<file path="config.mk">
export PLATFORM = sky130hd
export DESIGN_NAME = arbitro_memoria
export DESIGN_NICKNAME = d
export VERILOG_FILES = /design/src/rtl/arbitro_memoria.sv
export SDC_FILE = /design/constraint.sdc
export NUM_CORES = 1
export LEC_CHECK = 0
export BUFFER_PORTS_ARGS = -buffer_cell sky130_fd_sc_hd__buf_2
export CORE_MARGIN = 10
export CORE_UTILIZATION = 40
export CTS_CLUSTER_SIZE = 40
export DETAILED_ROUTE_END_ITERATION = 16
export PLACE_DENSITY_LB_ADDON = 0.05
export SYNTH_ARGS = -nofsm -noshare
export SYNTH_HDL_FRONTEND = slang
export SYNTH_SLANG_ARGS = --single-unit
</file>
<file path="constraint.sdc">
create_clock -name clock -period 1.4 [get_ports clock]
set_input_delay 0.07 -clock clock [delete_from_list [all_inputs] [get_ports clock]]
set_output_delay 0.07 -clock clock [all_outputs]
set_load 0.005 [all_outputs]
</file>
<file path="src/rtl/arbitro_memoria.sv">
// arbitro_memoria: round-robin two-port arbiter and access sequencer for the byte-lane data memory
module arbitro_memoria #(
    parameter int DATA_WIDTH = 32,
    parameter int ADDR_WIDTH = 8,
    parameter int MEM_LAT    = 1
) (
    input  logic                  clock,
    input  logic                  reset,
    input  logic                  req0,
    input  logic                  req1,
    input  logic                  we0,
    input  logic                  we1,
    input  logic [1:0]            tipo0,
    input  logic [1:0]            tipo1,
    input  logic [ADDR_WIDTH-1:0] addr0,
    input  logic [ADDR_WIDTH-1:0] addr1,
    input  logic [DATA_WIDTH-1:0] wdata0,
    input  logic [DATA_WIDTH-1:0] wdata1,
    output logic                  ack0,
    output logic                  ack1,
    output logic [DATA_WIDTH-1:0] rdata,
    output logic                  ocupado,
    output logic [DATA_WIDTH-1:0] mem_data,
    output logic [ADDR_WIDTH-1:0] mem_addr,
    output logic                  mem_EscMen,
    output logic                  mem_ReadMen,
    output logic [1:0]            mem_DataType,
    input  logic [DATA_WIDTH-1:0] mem_saida
);
    typedef enum logic [1:0] {ST_IDLE, ST_ACCESS, ST_WAIT, ST_RESP} state_t;
    localparam logic [1:0] LAT = 2'(MEM_LAT);
    state_t                state_q, state_d;
    logic                  last_q, last_d;
    logic                  gnt_q, gnt_d;
    logic                  we_q, we_d;
    logic [1:0]            tipo_q, tipo_d;
    logic [1:0]            cnt_q, cnt_d;
    logic [ADDR_WIDTH-1:0] addr_q, addr_d;
    logic [DATA_WIDTH-1:0] wdata_q, wdata_d;
    logic [DATA_WIDTH-1:0] rdata_q, rdata_d;
    always_comb begin
        state_d = state_q;
        last_d  = last_q;
        gnt_d   = gnt_q;
        we_d    = we_q;
        tipo_d  = tipo_q;
        cnt_d   = cnt_q;
        addr_d  = addr_q;
        wdata_d = wdata_q;
        rdata_d = rdata_q;
        case (state_q)
            ST_IDLE: if (req0 || req1) begin
                // on a tie the requester not served last wins
                gnt_d   = (req0 && req1) ? ~last_q : req1;
                last_d  = gnt_d;
                we_d    = gnt_d ? we1 : we0;
                tipo_d  = gnt_d ? tipo1 : tipo0;
                addr_d  = gnt_d ? addr1 : addr0;
                wdata_d = gnt_d ? wdata1 : wdata0;
                state_d = ST_ACCESS;
            end
            ST_ACCESS: begin
                cnt_d   = LAT;
                state_d = we_q ? ST_RESP : ST_WAIT;
            end
            ST_WAIT: begin
                cnt_d = cnt_q - 2'd1;
                if (cnt_q == 2'd1) begin
                    rdata_d = mem_saida;
                    state_d = ST_RESP;
                end
            end
            default: state_d = ST_IDLE;
        endcase
    end
    always_ff @(posedge clock or negedge reset) begin
        if (!reset) begin
            state_q <= ST_IDLE;
            last_q  <= 1'b1;
            gnt_q   <= 1'b0;
            we_q    <= 1'b0;
            tipo_q  <= '0;
            cnt_q   <= '0;
            addr_q  <= '0;
            wdata_q <= '0;
            rdata_q <= '0;
        end else begin
            state_q <= state_d;
            last_q  <= last_d;
            gnt_q   <= gnt_d;
            we_q    <= we_d;
            tipo_q  <= tipo_d;
            cnt_q   <= cnt_d;
            addr_q  <= addr_d;
            wdata_q <= wdata_d;
            rdata_q <= rdata_d;
        end
    end
    assign ocupado      = state_q != ST_IDLE;
    assign ack0         = state_q == ST_RESP && !gnt_q;
    assign ack1         = state_q == ST_RESP && gnt_q;
    assign mem_EscMen   = state_q == ST_ACCESS && we_q;
    assign mem_ReadMen  = (state_q == ST_ACCESS && !we_q) || state_q == ST_WAIT;
    assign mem_addr     = addr_q;
    assign mem_data     = wdata_q;
    assign mem_DataType = tipo_q;
    assign rdata        = rdata_q;
endmodule

</file>
# Yosys cells after proc, flatten, opt, wreduce, memory -nomap -nowiden

Cells that the tools add are included.

Add/subtract/negate cells: 1
Equal/unequal tests: 6
Muxes and demuxes: 10
Bitwise operators: 1
Reductions and logical operators: 15

Operator list:

| kind                                             | count |
|---|---|
| two-way mux 32 bit                               | 1 |
| two-way mux 8 bit                                | 1 |
| two-way mux 2 bit                                | 3 |
| one-hot mux 2 bit (3 select lines)               | 1 |
| AND reduction 2 bit                              | 3 |
| logical AND 1 bit                                | 5 |
| == test 2 x 1 -> 1 bit, second input constant    | 2 |
| == test 2 bit, second input constant             | 2 |
| inequality test 2 bit, second input constant     | 2 |
| one-hot mux 2 bit (2 select lines)               | 1 |
| nonzero test 2 bit                               | 2 |
| two-way mux 1 bit                                | 3 |
| zero test 1 bit                                  | 2 |
| zero test 2 bit                                  | 1 |
| logical OR 1 bit                                 | 2 |
| subtractor 2 x 1 -> 2 bit, second input constant | 1 |
| inverter 1 bit                                   | 1 |

Flip-flop bits (word level): 81
Bits of input ports: 122
Output and inout port bits: 79

# Depth between registers and ports, before layout

Gate-level depths: netlist of run 1.

Depth after elaboration: 3
Mapped depth: 7

# Worst setup path after synthesis of run 1

No wires, ideal clock.

Path kind: register to register
Start point: register state_q[0]
End point: register state_q[1]
Library setup time: 0.127 ns
Arrival time: 1.440 ns
Data required time: 1.273 ns
Slack: -0.167 ns
Cell stages (with the launch flop): 6
Period minus slack after synthesis: 1.567 ns
Cell sequence: dfrtp_1 -> inv_1 -> ha_1 -> inv_2 -> o32a_2 -> mux2_1

Longest elaborated chain between the ends: 3

RTL lines:

| element                                          | RTL line | source |
|---|---|---|
| start: declaration                               | 32       | `state_t state_q, state_d;` |
| start signal: assignment                         | 88       | `state_q <= state_d;` |
| == test 2 bit or zero test 2 bit (tied branches) | 51       | `case (state_q)` |
| inequality test 2 bit (no line)                  | --       |  |
| AND reduction 2 bit (no line)                    | --       |  |

Parallel ways exist; a longest one is shown, timed or not.
A chain may end at the register's enable or synchronous reset.

# Worst setup path after layout of run 1

Start point: register state_q[1]
End point: register state_q[0]

Same word-level chain as after synthesis.

==> metrics.yaml, run 1 <==
met1Wirelength_mm: 5.06
cts_buffer_depth: 2
rsz0062_at_grt: "yes"
antenna_found_initial: 0
diodes: 0
ys_seq_elements: 81
remaining_drc_errors: 0
synth_warnings: 0
clkLatencyLatePin_ns: 0.35
synth.distinct_cells: 25
vias_per_cell: 4.91
peakVddDrop_mv: 0.869
synthArstFlopShare: 1.00
core-area_um2: 8590
synth_area_leaders: "dfrtp_1 (57%), a21oi_1 (12%), mux2_2 (10%), nand2_1 (4.9%), nor2_1 (4.5%)"
place.gp.congestion: 0.797
dr.pass1.iters: 4
ios: 201
syn-cell-area_um2: 3500
max_freq_mhz: 677
cp_max_fo: 4
start_util: 0.407
root_buffer: "clkbuf_8"
syn_inst: 339
finalMaxSlewViolations: 0
seq_area_frac_synth: 0.580
grt_pass1_vias: 4127
dp_hpwl_mm: 7.88
setup_viol: 60
track_usage: 0.192
dieArea_um2: 12900
layout-drive-gt1-share: 0.484
critPathRequiredTime_ns: 1.64
clk_pin_slew_ns: 0.08
cts_sinks: 81
cp-end-kind: "flop"
top_layer_used: "met4"
rows: 34
die_h_um: 113
hold_violations: 0
avgSynthCellArea_um2: 10.3
wl_met2_mm: 6.68
setup-tns-final_ns: -1.12
power_density_nw_per_um2: 1970
period_share: 1.06
nNetsFinal: 777
startpoint_type: "flop"
wl_mm: 13.2
clock_skew_ns: 0.00763
area_growth_pct: 79.6
worst_slew_pin_slew_ns: 0.753
vias: 3747
synth_ff_type: "dfrtp_1"
status: "complete, but fails checks"
hold_class: "in2reg"
htree_levels: 3
grt_pass1_wl_mm: 20.3
synth_edf_count: 0
violations: "setup timing"
fill_cells: 624
synth_area_leader_cell: "dfrtp_1"
grt_max_degree: 82
antenna_left: 0
setup_slack_ns: -0.0773
syn-num-nets: 466
leakagePower_nw: 3.03
fin_hold_ws_ns: 0.00847
portBuffers: 200
p_total_mw: 12.4
synth_top_area_share: 0.573
crit_arrival_ns: 1.72
wl_per_cell_um: 17.3
crit_type: "reg2reg"
cts_tree: "built"
slew-limit-headroom: 0.497
die_w_um: 113
cap_violations: 0
period_needed_ns: 1.48
grt_overflow: 0
first_iter_violations: 243
wl_met3_mm: 1.05
cts_buffers: 9
final_common_cell: "buf_2"
final_cell_mix: "buf_2 (196), dlygate4sd3_1 (93), dfrtp_1 (79), a21oi_1 (73), nand2_1 (44)"
## state kept, by name, summed over array words and instances, names as in the netlist
signal and flops:
mem_data 32, rdata 32, mem_addr 8, cnt_q 2, mem_DataType 2, state_q 2
gnt_q 1, last_q 1, we_q 1
## Yosys cell counts, drive strengths merged (2+ instances only)
master	number
a21oi	86
dfrtp	80
nand2	46
nor2	42
mux2	34
buf	21
inv	7
ha	5
o21ai	3
a31oi	2
nand3	2
o21a	2
## worst max-delay path, stage by stage (launching register included)
cell     delay, ns
dfrtp_2       0.46
inv_2         0.10
ha_4          0.15
inv_4         0.03
o32a_4        0.32
mux2_4        0.30
## routing by layer
metal,vias up,track usage
met3,29,0.0651
met5,-,0
met2,146,0.326
met1,1800,0.213
li1,1772,-
met4,0,0.0838
## metrics by stage
stage | cell area [um^2] | util | std cells | setup WS (ns)
after floorplan | 3530 | - | 339 | -0.0791
after global placement | 4760 | 0.554 | 643 | -0.330
after detailed placement | 4760 | 0.554 | 643 | -0.341
after CTS | 6040 | 0.703 | 754 | -0.0774
after global routing | 6280 | 0.730 | 763 | -0.144
final | 6280 | 0.730 | 763 | -0.0773
## timing repair
item / 4_1_cts / 5_1_grt
hold buffers: 91 / 2
hold endpoints to repair: 155 / 2
gates cloned: 3 / 4
resized for setup: 25 / 31
endpoints found under the setup margin: 81 / 83
buffers inserted: 1 / 3
pin swaps: 7 / 5
## cell type report
| class | count | area (um^2) | area share |
|---|---|---|---|
| Timing Repair Buffer | 320 | 2360 | 0.375 |
| Sequential cell | 81 | 2030 | 0.323 |
| Multi-Input combinational cell | 231 | 1540 | 0.245 |
| Clock buffer | 11 | 151 | 0.0241 |
| Tap cell | 108 | 135 | 0.0215 |
| Clock inverter | 5 | 38.8 | 0.00618 |
| Inverter | 7 | 28.8 | 0.00458 |
## logic make-up (layout without fill, tap and decap cells)
logic type | after synthesis | count (layout) | share of synthesized area
compound gates | 98 | 100 | 0.150
mux | 34 | 34 | 0.110
buf+inv | 29 | 343 | 0.0415
flops | 81 | 81 | 0.580
simple gates | 92 | 92 | 0.101
fa+ha+maj | 5 | 5 | 0.0179
## report_power, final
part	switching [mW]	internal, mW	leakage, nW
Clock	0.901	0.752	0.0959
Combinational	2.93	3.58	2.02
Sequential	0.643	3.56	0.919
Total	4.47	7.89	3.03
## worst paths after layout
path                       startpoint     endpoint  slack [ns]  depth (start not counted)
setup reg to reg           state_q[1]   state_q[0]       -0.08                          5
hold reg to reg             rdata[30]    rdata[30]        0.50                          1
max in group asynchronous       reset       last_q        0.76                          3
setup / recovery           state_q[1]   state_q[0]       -0.08                          5
hold / removal               addr1[2]  mem_addr[2]       0.008                          3
min in group asynchronous       reset    rdata[28]        0.28                          3
Power figures use the tool's default switching activity.
==> inputs of run 2 (changes only) <==
==> constraint.sdc (replaced) <==
create_clock -name clock -period 1.4 [get_ports clock]
set_input_delay 0.14 -clock clock [delete_from_list [all_inputs] [get_ports clock]]
set_output_delay 0.14 -clock clock [all_outputs]
set_load 0.005 [all_outputs]
==> run 2 against run 1 <==
The run still ends with setup timing left. Via count down 6.2%. Die area unchanged. Sequential cell count unchanged. Clock-buffer cell count down 1. Critical path type unchanged. Critical endpoint is now mem_DataType[0].
==> metrics.yaml, run 2 (same netlist as run 1, synthesis figures left out) <==
grt_overflow: 0  # unchanged
portBuffers: 200  # unchanged
dpl_worst_slack_ns: -0.349  # was -0.341 ns
setup_slack_ns: -0.167  # was -0.0773 ns
die_h_um: 113  # unchanged
die_w_um: 113  # unchanged
antenna_left: 0  # unchanged
period_share: 1.12  # was 1.06
worst_slew_pin_slew_ns: 0.786  # was 0.753 ns
setup-tns-final_ns: -7.39  # was -1.12 ns
wl_per_cell_um: 18.8  # was 17.3 um
hold_class: "in2reg"  # unchanged
setup_viol: 83  # was 60
wl_mm: 13.1  # was 13.2 mm
placed_cells: 645  # was 643
vias_per_cell: 5.02  # was 4.91
cts_tree: "built"  # unchanged
peakVddDrop_mv: 0.913  # was 0.869 mV
dp_hpwl_mm: 8.23  # was 7.88 mm
fin_cells: 700  # was 763
cap_violations: 0  # unchanged
vias: 3515  # was 3747
fill_cells: 665  # was 624
finalMaxSlewViolations: 0  # unchanged
crit_type: "reg2reg"  # unchanged
switching_share: 0.350  # was 0.362
power_density_nw_per_um2: 2360  # was 1970 nW/um^2
track_usage: 0.188  # was 0.192
antenna_found_initial: 0  # unchanged
leakagePower_nw: 3.05  # was 3.03 nW
final_cell_mix: "buf_2 (198), dfrtp_1 (79), a21oi_1 (56), nand2_1 (43), mux2_4 (34)"  # was buf_2 (196), dlygate4sd3_1 (93), dfrtp_1 (79), a21oi_1 (73), nand2_1 (44)
grt_pass1_wl_mm: 19.5  # was 20.3 mm
root_buffer: "clkbuf_8"  # unchanged
cts_buffers: 9  # unchanged
dieArea_um2: 12900  # unchanged
htree_levels: 3  # unchanged
ios: 201  # unchanged
max_freq_mhz: 638  # was 677 MHz
seqPwrFrac: 0.299  # was 0.340
clk_pin_slew_ns: 0.09  # was 0.08 ns
clock_skew_ns: 0.00776  # was 0.00763 ns
regArea_um2: 2030  # unchanged
pwr-share-comb: 0.554  # was 0.526
violations: "setup timing"  # unchanged
cts_buffer_depth: 2  # unchanged
dr.pass1.iters: 4  # unchanged
status: "complete, but fails checks"  # unchanged
first_iter_violations: 162  # was 243
nNetsFinal: 714  # was 777
clkLatencyLatePin_ns: 0.35  # about the same
multi_input_area_um2: 1830  # was 1540 um^2
grt_pass1_vias: 3761  # was 4127
area_growth_pct: 74.5  # was 79.6%
period_needed_ns: 1.57  # was 1.48 ns
p_int_mw: 9.37  # was 7.89 mW
hold_violations: 0  # unchanged
critPathRequiredTime_ns: 1.68  # was 1.64 ns
place.gp.congestion: 0.766  # was 0.797
cp_max_fo: 8  # was 4
start_util: 0.407  # unchanged
cp-end-kind: "flop"  # unchanged
crit_arrival_ns: 1.85  # was 1.72 ns
cts_sinks: 81  # unchanged
diodes: 0  # unchanged
slew-limit-headroom: 0.475  # was 0.497
grt_max_degree: 31  # was 82
rows: 34  # unchanged
p_switching_mw: 5.04  # was 4.47 mW
startpoint_type: "flop"  # unchanged
remaining_drc_errors: 0  # unchanged
clock_power_share: 0.148  # was 0.134
core-area_um2: 8590  # unchanged
rsz0062_at_grt: "yes"  # unchanged
layout-drive-gt1-share: 0.611  # was 0.484
final_common_cell: "buf_2"  # unchanged
[run 2: cell types whose count changed in the layout (fill, tap and decap cells not counted), moves of 2 or more]
cell / change
buf_4: +2
mux2_2: -32
mux2_4: +32
buf_16: +6
buf_2: +2
a21oi_1: -17
nor2_1: -11
nor2_4: +11
dlygate4sd3_1: -79
bufinv_16: +3
a21oi_2: +16
buf_6: +7
[run 2: power by group through the flow]
stage	sequential, mW	combinational [mW]	clock (mW)
after floorplan	4.28	2.76	0
after global placement	4.11	5.20	0
after detailed placement	4.17	5.35	0
after CTS	4.19	6.71	2.18
after global routing	4.46	8.64	2.28
final	4.31	7.98	2.13
[run 2: layout make-up]
class,count,area share
Clock buffer,10,0.0226
Clock inverter,6,0.0189
Inverter,7,0.00472
Multi-Input combinational cell,231,0.299
Sequential cell,81,0.333
Tap cell,108,0.0222
Timing Repair Buffer,257,0.299
[run 2: through the flow]
step           hold slack, ns   util  power (mW)  area (um^2)
2_1_floorplan          -0.156      -        7.04         3530
3_3_place_gp            0.103  0.559        9.31         4800
3_5_place_dp            0.100  0.559        9.52         4800
4_1_cts              0.000437  0.656        13.1         5640
5_1_grt              0.000756  0.710        15.4         6100
6_report               0.0139  0.710        14.4         6100
[run 2: final timing paths]
path | start | end | slack [ns] | cells after the start
worst max-delay path | state_q[1] | mem_DataType[0] | -0.17 | 8
worst min-delay path | wdata0[15] | mem_data[15] | 0.01 | 3
worst max register to register | state_q[1] | mem_DataType[0] | -0.17 | 8
worst min register to register | rdata[14] | rdata[14] | 0.51 | 1
max in group asynchronous | reset | rdata[18] | 0.63 | 3
min in group asynchronous | reset | rdata[8] | 0.27 | 2
[run 2: critical path, cell delays in order (launching register included)]
cell       delay, ns
dfrtp_2         0.45
inv_2           0.10
ha_4            0.15
buf_6           0.11
buf_6           0.09
o21a_4          0.23
clkbuf_16       0.21
nor2_1          0.04
a21oi_1         0.11
[run 2: per-layer routing]
layer	wire [um]	vias up	track usage
li1	-	1657	-
met1	5080	1694	0.212
met2	6670	141	0.318
met3	1090	23	0.0698
met4	281	0	0.0702
met5	0	-	0
[run 2: repair_timing]
item / CTS / global route
pin swaps: 9 / 2
setup buffers: 6 / 6
endpoints found under the setup margin: 82 / 83
gates resized for setup: 49 / 86
hold endpoints to repair: 35 / 3
cloned: 11 / 3
hold buffers: 11 / 3
